File: src/rtl/simd_multiproc_top.sv
// simd_multiproc_top: vector command issuer, PE pool and round-robin shared memory.
// Optional macro HAZARD_CHECK_EN holds a command whose ranges overlap busy PE work.
module simd_sp_ram #(
  parameter int DATA_W = 16,
  parameter int AW = 14
) (
  input  logic              i_clk,
  input  logic              en,
  input  logic              we,
  input  logic [AW-1:0]     addr,
  input  logic [DATA_W-1:0] wdata,
  output logic [DATA_W-1:0] rdata
);
  logic [DATA_W-1:0] r_mem [0:(1<<AW)-1];
  always_ff @(posedge i_clk)
    if (en) begin
      if (we) r_mem[addr] <= wdata;
      else rdata <= r_mem[addr];
    end
endmodule

module simd_shared_mem #(
  parameter int DATA_W = 16,
  parameter int AW = 14
) (
  input  logic              i_clk,
  input  logic              en,
  input  logic              we,
  input  logic [AW-1:0]     addr,
  input  logic [DATA_W-1:0] wdata,
  output logic [DATA_W-1:0] rdata
);
  simd_sp_ram #(.DATA_W(DATA_W), .AW(AW)) u_mem (
    .i_clk(i_clk), .en(en), .we(we), .addr(addr), .wdata(wdata), .rdata(rdata)
  );
endmodule

module simd_pe_pool #(
  parameter int DATA_W = 16,
  parameter int AW = 14,
  parameter int LEN_W = 8,
  parameter int NUM_PE = 4
) (
  input  logic                    i_clk,
  input  logic                    i_rst,
  input  logic [2+3*AW+LEN_W-1:0] cmd,
  input  logic                    pop,
  output logic                    can_issue,
  output logic                    all_idle,
  output logic                    mem_en,
  output logic                    mem_we,
  output logic [AW-1:0]           mem_addr,
  output logic [DATA_W-1:0]       mem_wdata,
  input  logic [DATA_W-1:0]       mem_rdata
);
  localparam int PW = NUM_PE > 1 ? $clog2(NUM_PE) : 1;
  localparam logic [1:0] OP_ADD = 2'd0, OP_SUB = 2'd1, OP_MUL = 2'd2, OP_COPY = 2'd3;
  typedef enum logic [1:0] {IDLE, RD_A, RD_B, WR} state_t;
  state_t            st     [NUM_PE];
  logic [1:0]        op     [NUM_PE];
  logic [AW-1:0]     a_base [NUM_PE];
  logic [AW-1:0]     b_base [NUM_PE];
  logic [AW-1:0]     d_base [NUM_PE];
  logic [AW-1:0]     pe_addr[NUM_PE];
  logic [LEN_W-1:0]  len    [NUM_PE];
  logic [LEN_W-1:0]  idx    [NUM_PE];
  logic [DATA_W-1:0] a_reg  [NUM_PE];
  logic [DATA_W-1:0] b_reg  [NUM_PE];
  logic [DATA_W-1:0] a_eff  [NUM_PE];
  logic [DATA_W-1:0] b_eff  [NUM_PE];
  logic [DATA_W-1:0] res    [NUM_PE];
  logic [NUM_PE-1:0] pend, pend_a, req, gnt, ld;
  logic [PW-1:0]     ptr, g;
  logic              any, found;
  // a read granted last cycle has its data on mem_rdata now; bypass it into the operands
  always_comb begin
    for (int i = 0; i < NUM_PE; i++) begin
      req[i] = st[i] != IDLE;
      pe_addr[i] = (st[i] == WR ? d_base[i] : st[i] == RD_B ? b_base[i] : a_base[i]) + AW'(idx[i]);
      a_eff[i] = pend[i] && pend_a[i] ? mem_rdata : a_reg[i];
      b_eff[i] = pend[i] && !pend_a[i] ? mem_rdata : b_reg[i];
      res[i] = op[i] == OP_ADD ? a_eff[i] + b_eff[i] :
               op[i] == OP_SUB ? a_eff[i] - b_eff[i] :
               op[i] == OP_MUL ? DATA_W'(a_eff[i] * b_eff[i]) : a_eff[i];
    end
  end
  always_comb begin
    gnt = '0;
    g = ptr;
    any = 1'b0;
    for (int k = 0; k < NUM_PE; k++)
      if (!any && req[(int'(ptr) + k) % NUM_PE]) begin
        any = 1'b1;
        gnt[(int'(ptr) + k) % NUM_PE] = 1'b1;
        g = PW'((int'(ptr) + k) % NUM_PE);
      end
  end
  assign mem_en = any;
  assign mem_we = st[g] == WR;
  assign mem_addr = pe_addr[g];
  assign mem_wdata = res[g];
  always_comb begin
    ld = '0;
    found = 1'b0;
    all_idle = 1'b1;
    for (int i = 0; i < NUM_PE; i++) begin
      if (st[i] == IDLE && !found) begin
        found = 1'b1;
        ld[i] = pop;
      end
      if (st[i] != IDLE) all_idle = 1'b0;
    end
  end
`ifdef HAZARD_CHECK_EN
  logic [1:0]       c_op;
  logic [AW-1:0]    c_a, c_b, c_d;
  logic [LEN_W-1:0] c_len;
  logic             haz;
  assign {c_op, c_a, c_b, c_d, c_len} = cmd;
  function automatic logic ovl(input logic [AW-1:0] x, input logic [LEN_W-1:0] nx,
                               input logic [AW-1:0] y, input logic [LEN_W-1:0] ny);
    logic [AW:0] xs, xe, ys, ye;
    xs = {1'b0, x};
    ys = {1'b0, y};
    xe = xs + (AW+1)'(nx) - (AW+1)'(1);
    ye = ys + (AW+1)'(ny) - (AW+1)'(1);
    return nx != '0 && ny != '0 && xs <= ye && ys <= xe;
  endfunction
  always_comb begin
    haz = 1'b0;
    for (int i = 0; i < NUM_PE; i++)
      if (st[i] != IDLE)
        haz = haz | ovl(d_base[i], len[i], c_a, c_len) | ovl(d_base[i], len[i], c_d, c_len) |
              (c_op != OP_COPY && ovl(d_base[i], len[i], c_b, c_len)) |
              ovl(a_base[i], len[i], c_d, c_len) |
              (op[i] != OP_COPY && ovl(b_base[i], len[i], c_d, c_len));
  end
  assign can_issue = found && !haz;
`else
  assign can_issue = found;
`endif
  always_ff @(posedge i_clk) begin
    if (i_rst) begin
      ptr <= '0;
      pend <= '0;
      for (int i = 0; i < NUM_PE; i++) st[i] <= IDLE;
    end else begin
      if (any) ptr <= g == PW'(NUM_PE-1) ? '0 : g + PW'(1);
      for (int i = 0; i < NUM_PE; i++) begin
        pend[i] <= gnt[i] && st[i] != WR;
        pend_a[i] <= st[i] == RD_A;
        if (pend[i] && pend_a[i]) a_reg[i] <= mem_rdata;
        if (pend[i] && !pend_a[i]) b_reg[i] <= mem_rdata;
        if (ld[i]) begin
          {op[i], a_base[i], b_base[i], d_base[i], len[i]} <= cmd;
          idx[i] <= '0;
          st[i] <= cmd[LEN_W-1:0] == '0 ? IDLE : RD_A;
        end else if (gnt[i]) begin
          st[i] <= st[i] == RD_A ? (op[i] == OP_COPY ? WR : RD_B) :
                   st[i] == RD_B ? WR :
                   idx[i] + LEN_W'(1) == len[i] ? IDLE : RD_A;
          if (st[i] == WR) idx[i] <= idx[i] + LEN_W'(1);
        end
      end
    end
  end
endmodule

module simd_multiproc_top #(
  parameter int DATA_W = 16,
  parameter int AW = 14,
  parameter int LEN_W = 8,
  parameter int NUM_PE = 4
) (
  input  logic                    i_clk,
  input  logic                    i_rst,
  input  logic [2+3*AW+LEN_W-1:0] queue_cmd,
  input  logic                    queue_empty,
  output logic                    issuer_rd_queue,
  output logic                    finished_task
);
  logic              can_issue, all_idle, mem_en, mem_we;
  logic [AW-1:0]     mem_addr;
  logic [DATA_W-1:0] mem_wdata, mem_rdata;
  assign issuer_rd_queue = !i_rst && !queue_empty && can_issue;
  simd_pe_pool #(.DATA_W(DATA_W), .AW(AW), .LEN_W(LEN_W), .NUM_PE(NUM_PE)) u_pool (
    .i_clk(i_clk), .i_rst(i_rst), .cmd(queue_cmd), .pop(issuer_rd_queue),
    .can_issue(can_issue), .all_idle(all_idle), .mem_en(mem_en), .mem_we(mem_we),
    .mem_addr(mem_addr), .mem_wdata(mem_wdata), .mem_rdata(mem_rdata)
  );
  simd_shared_mem #(.DATA_W(DATA_W), .AW(AW)) u_shared_mem (
    .i_clk(i_clk), .en(mem_en), .we(mem_we), .addr(mem_addr), .wdata(mem_wdata), .rdata(mem_rdata)
  );
  always_ff @(posedge i_clk) finished_task <= i_rst ? 1'b0 : queue_empty && all_idle;
endmodule

File: config.mk
export PLATFORM = sky130hd
export DESIGN_NAME = simd_multiproc_top
export DESIGN_NICKNAME = d
export VERILOG_FILES = /design/src/rtl/simd_multiproc_top.sv
export SDC_FILE = /design/constraint.sdc
export NUM_CORES = 1
export LEC_CHECK = 0
export ABC_AREA = 1
export CORE_UTILIZATION = 63
export CTS_BUF_LIST = sky130_fd_sc_hd__clkbuf_8
export CTS_CLUSTER_SIZE = 28
export DETAILED_ROUTE_END_ITERATION = 12
export PLACE_DENSITY = 0.88
export RECOVER_POWER = 100
export SLEW_MARGIN = 20
export SYNTH_ARGS = -nofsm -noshare
export SYNTH_HDL_FRONTEND = slang
export SYNTH_SLANG_ARGS = --single-unit
File: constraint.sdc
create_clock -name i_clk -period 4 [get_ports i_clk]
set_input_delay 0.8 -clock i_clk [delete_from_list [all_inputs] [get_ports i_clk]]
set_output_delay 0.8 -clock i_clk [all_outputs]
set_load 0.02 [all_outputs]
# == After elaboration in Yosys (flattened, before gate mapping) ==
# Memory sizes are Yosys's and may differ from the RTL's.
# Index checks and enable logic that the tools add are counted.
# totals
ff_bits,43
mem_bits_rw,40
output_inout_bits,2
mem_count,2
# classes
n_addsub,8
reduce_logical,37
magnitude_cmp,8
mux,122
n_bitwise,19
n_eq_ne,21
# mem_list
name,depth,width,read_ports,rd_ports_with_merged_regs,wr,line_no,rtl
u_pool.idx,4,8,4,0,4,66,logic [LEN_W-1:0] idx [NUM_PE];
u_pool.st,4,2,4,0,4,59,state_t st [NUM_PE];
# ops
op,n
1-bit 2-to-1 mux,86
2-bit 2-to-1 mux,20
8-bit by 1-bit adder with 8-bit output (second input constant),4
8-bit == test,4
8-bit 2-to-1 mux,4
2-bit == test (second input constant),13
4-bit 2-to-1 mux,4
1-bit logical AND,13
3-bit by 4-bit less-than comparator with 1-bit output (second input constant),3
1-bit bitwise OR,12
4-bit bitwise OR,3
3-bit by 1-bit >= comparator with 1-bit output (second input constant),3
1-bit binary-select mux with 2-bit select,4
1-bit demux with 2-bit select,4
2-bit by 1-bit == test with 1-bit output (second input constant),4
1-bit zero test,8
2-bit zero test,4
8-bit zero test,1
2-bit AND reduction,4
2-bit nonzero test,4
2-bit OR reduction,3
2-bit by 1-bit adder with 2-bit output (second input constant),2
2-bit adder (second input constant),2
1-bit AND (first input constant),3
other kinds (3),3

# == Depth between registers and ports, before layout ==
# depth
depth_word,19
mapped_depth,15
ltp_nobuf,15

# == Least setup slack after synthesis ==
# Ideal clock, no wire load.
# synth_path
path_kind,register to register
from,memory u_pool.st[0][0] (netlist bit)
to,"memory u_pool.idx[2][0], enable pin"
required_time_ps,3701
path_slack_ps,1259
arrival_time_ps,2443
path_stages_with_launch,12
period_less_slack_ps,2741
cell_sequence,edfxtp_1 > inv_1 > ha_1 > inv_1 > nand2_1 > nor2_1 > inv_1 > o21ai_1 > nor3_1 > nor2_2 > nand3_4 > nand2_1
# synth_rtl
item,line_no
"start, declared",59
"end, declared",66

==> results by group <==
Routing
  – Routed Antenna Nets: 0
  – Wire length per cell: 14.7 um
  – Met2 Wirelength: 4930 um
  – DR top layer: met4
  – Wire length on met3: ~550 um
  – Vias per cell: 5.44
  – Final Routed Wirelength: approximately 10,000 um
  – Pre-Repair DR Iteration Count: 5
  – DR DRC count: 0
  – Initial DRC Count: about 250
  – M1 WL: 4230 um
  – Vias: 3,692

Layout
  – Layout area overhead: 7.59%
  – Share of layout cells above drive strength 1: 0.0810
  – Antenna diodes: 0
  – Core Util, Final: 0.717
  – Post-route cell area: 5340 sq um
  – FILL cells: 538
  – Area occupied by multi-input gates: 2130 sq um
  – Register area: 2460 sq um
  – Layout Nets: approximately 660

Floorplanning
  – Core box area: 7450 sq um
  – Width of the die: 90.8 um
  – Initial core utilization: 0.666
  – Die Ht: between 90 and 100 um
  – Die ar.: between 8000 and 9000 sq um
  – FP Rows: 31
  – I/O pins: 57

Run
  – MaxCap Viol Count: 0

Synth
  – Number of enable flip-flop cells after synthesis: 80
  – Multiplexer share of the synthesized area: 0
  – Post-Synth Adder-Cell Area: 0.0807
  – Top-count cell post-synth: nand2_1
  – Synth Area in XOR/XNOR: 0.0371
  – Post-synth ARST share: 0
  – Post-synthesis compound-gate area fraction: 0.0177
  – Top cell type's share of synthesized area: 0.484
  – Yosys top cell by area: edfxtp_1
  – Post-synthesis cell area: 4960 sq um
  – Register area share after synthesis: 0.496
  – Leading cell types by count after synthesis: nand2_1 (149), edfxtp_1 (80), nor2_1 (74)
  – Main combinational cell family by area after synthesis: simple AND/OR/NAND/NOR gates
  – Synthesized flop and latch total: 83
  – Top_reg_cell synth: edfxtp_1
  – Syn. warnings: 0
  – Top post-synthesis cells by area: edfxtp_1 (48%), nand2_1 (11%), ha_1 (8.1%)
  – Post-synth cell types: 31
  – Avg Synthesized Cell Area: approximately 9.0 sq um
  – Simple-gate share of the synthesized area: 0.307
  – Syn_nets: 637
  – Synth Instances: 550

STA
  – Worst hold margin: 0.659 ns
  – Final period utilization: 0.840
  – Achievable Freq: 298 MHz
  – Final Max Tran Viols: 0
  – Unrepaired setup endpoints after global routing: no
  – Setup TNS: 0 ns
  – Endpoints failing hold: 0
  – Final setup vio count: 0
  – Worst Skew: between 0.02 and 0.025 ns
  – Worst-Margin Slew: between 0.6 and 0.7 ns
  – Post-layout min period: 3.36 ns
  – Worst slew margin: 0.547

Setup path
  – Critical Path Start Type: primary input
  – CP max stage delay: ~0.6 ns
  – Critical Path Sink Type: flop
  – Worst path required time: ~4.0 ns
  – Crit Path Max Fanout: 13
  – Crit path DAT: between 3 and 4 ns
  – FF-to-FF End: u_pool.idx[2][2]
  – Setup CP Type: in2reg
  – Reg2Reg Launch Point: u_pool.ptr[0]
  – R2R Setup Slk: about 0.66 ns
  – CP max-delay cell: dlygate4sd3_1
  – CP dominant cell by count: nor2_1
  – Worst path cell trace: dlygate4sd3_1, nor2_1, o21ai_0, nor3_1, clkbuf_1, nor2_1, nand3_1, nand2_1
  – Reg2reg path depth: 10

CTS
  – CTS root buffer: clkbuf_8
  – CTS tree: done
  – Total CTS buffers: 9
  – Hold-fix buffers, CTS: 0
  – CTS Buffer Depth: 2
  – Post-CTS Setup Bufs: 0
  – Clock transition at path regs: 0.09 ns
  – Post-cts resize count: 0
  – CTS H-tree depth: 3
  – CTS sink count: 83
  – Worst skew pair latency: 0.37 ns

Hold path
  – Hold Path Class: reg2reg
  – Min-delay src: u_pool.idx[2][0]
  – WHS Path Cells: 1
  – WHS Endpoint: u_pool.idx[2][0]

Power
  – Worst vdd ir: 0.000552 V
  – PD cells: 597 nW/um^2
  – Pleak: 2.38 nW
  – Power Total: 0.00319 W

GRT
  – GR Util All Layers: 0.262
  – Initial antenna violation count: 0
  – First-pass GRT wire length: 16,900 um
  – Vias in the first global route: 3,718
  – Largest net degree at the start of global routing: 18
  – GR Overflow Total: 0

Placed design
  – DP HPWL: about 7400 um
  – Placed Area: 5220 sq um
  – RePlAce Congestion: 0.886
  – # port buffers: 14

Run status
  – Status: finished clean
==> worst max-delay path, delay by kind of cell <==
kind,cells,cell delay [ns]
compound gates,1,0.11
buf+inv,2,1.16
simple gates,5,1.30
==> per-layer routing <==
layer / GRT usage / up-vias
li1: - / 1835
met1: 0.330 / 1705
met2: 0.439 / 124
met3: 0.0471 / 28
met4: 0.120 / 0
met5: 0 / -
==> state kept, by name (all words and copies together), names as in the netlist <==
name / count
finished_task: 1
u_pool.idx: 32
u_pool.len: 32
u_pool.op: 8
u_pool.ptr: 2
u_pool.st: 8
==> cell usage in the layout (no fill, tap or decap), types with 3 or more instances in the layout <==
cell,n
a21oi_1,3
clkbuf_8,9
dfxtp_1,3
dlygate4sd3_1,13
edfxtp_1,80
ha_1,32
inv_1,71
nand2_1,150
nand2_2,6
nand3_1,50
nand3_2,3
nand3b_1,10
nand3b_2,4
nand4_1,6
nor2_1,75
nor2_2,7
nor3_1,3
o21ai_0,5
o21bai_1,3
or2_2,4
xnor2_1,5
xor2_1,16
==> power breakdown <==
| group | internal [W] | switching (W) | leakage (nW) |
|---|---|---|---|
| clock | 0.000244 | 0.000351 | 0.0931 |
| sequential | 0.00112 | 0.000114 | 0.778 |
| combinational | 0.000433 | 0.000920 | 1.51 |
==> kinds of logic after synthesis <==
group | after synthesis
xor+xnor | 21
compound gates | 14
buf+inv | 76
fa+ha+maj | 32
flops | 83
simple gates | 324
==> layout make-up <==
| class | count | area share |
|---|---|---|
| sequential | 83 | 0.461 |
| multi-input combinational | 391 | 0.398 |
| inverter | 74 | 0.0530 |
| timing repair buffer | 16 | 0.0277 |
| clock buffer | 9 | 0.0232 |
| tap | 99 | 0.0232 |
| clock inverter | 7 | 0.0134 |
==> stage by stage <==
step	std cells	setup slack, ns
2_1_floorplan	550	1.26
3_3_place_gp	663	0.948
3_5_place_dp	663	0.880
4_1_cts	679	0.908
5_1_grt	679	0.376
6_report	679	0.642
==> worst max-delay path by stage <==
stage                    start          endpoint  slack, ns  cells after the start
2_1_floorplan  u_pool.st[0][0]  u_pool.idx[2][0]       1.26                     11
3_3_place_gp             i_rst  u_pool.idx[3][4]       0.95                      9
3_5_place_dp             i_rst  u_pool.idx[3][4]       0.88                      9
4_1_cts        u_pool.st[0][0]   issuer_rd_queue       0.91                      9
5_1_grt          u_pool.ptr[0]  u_pool.idx[2][2]       0.38                     10
6_report                 i_rst  u_pool.idx[2][2]       0.64                      8
(Power assumes the default switching activity.)
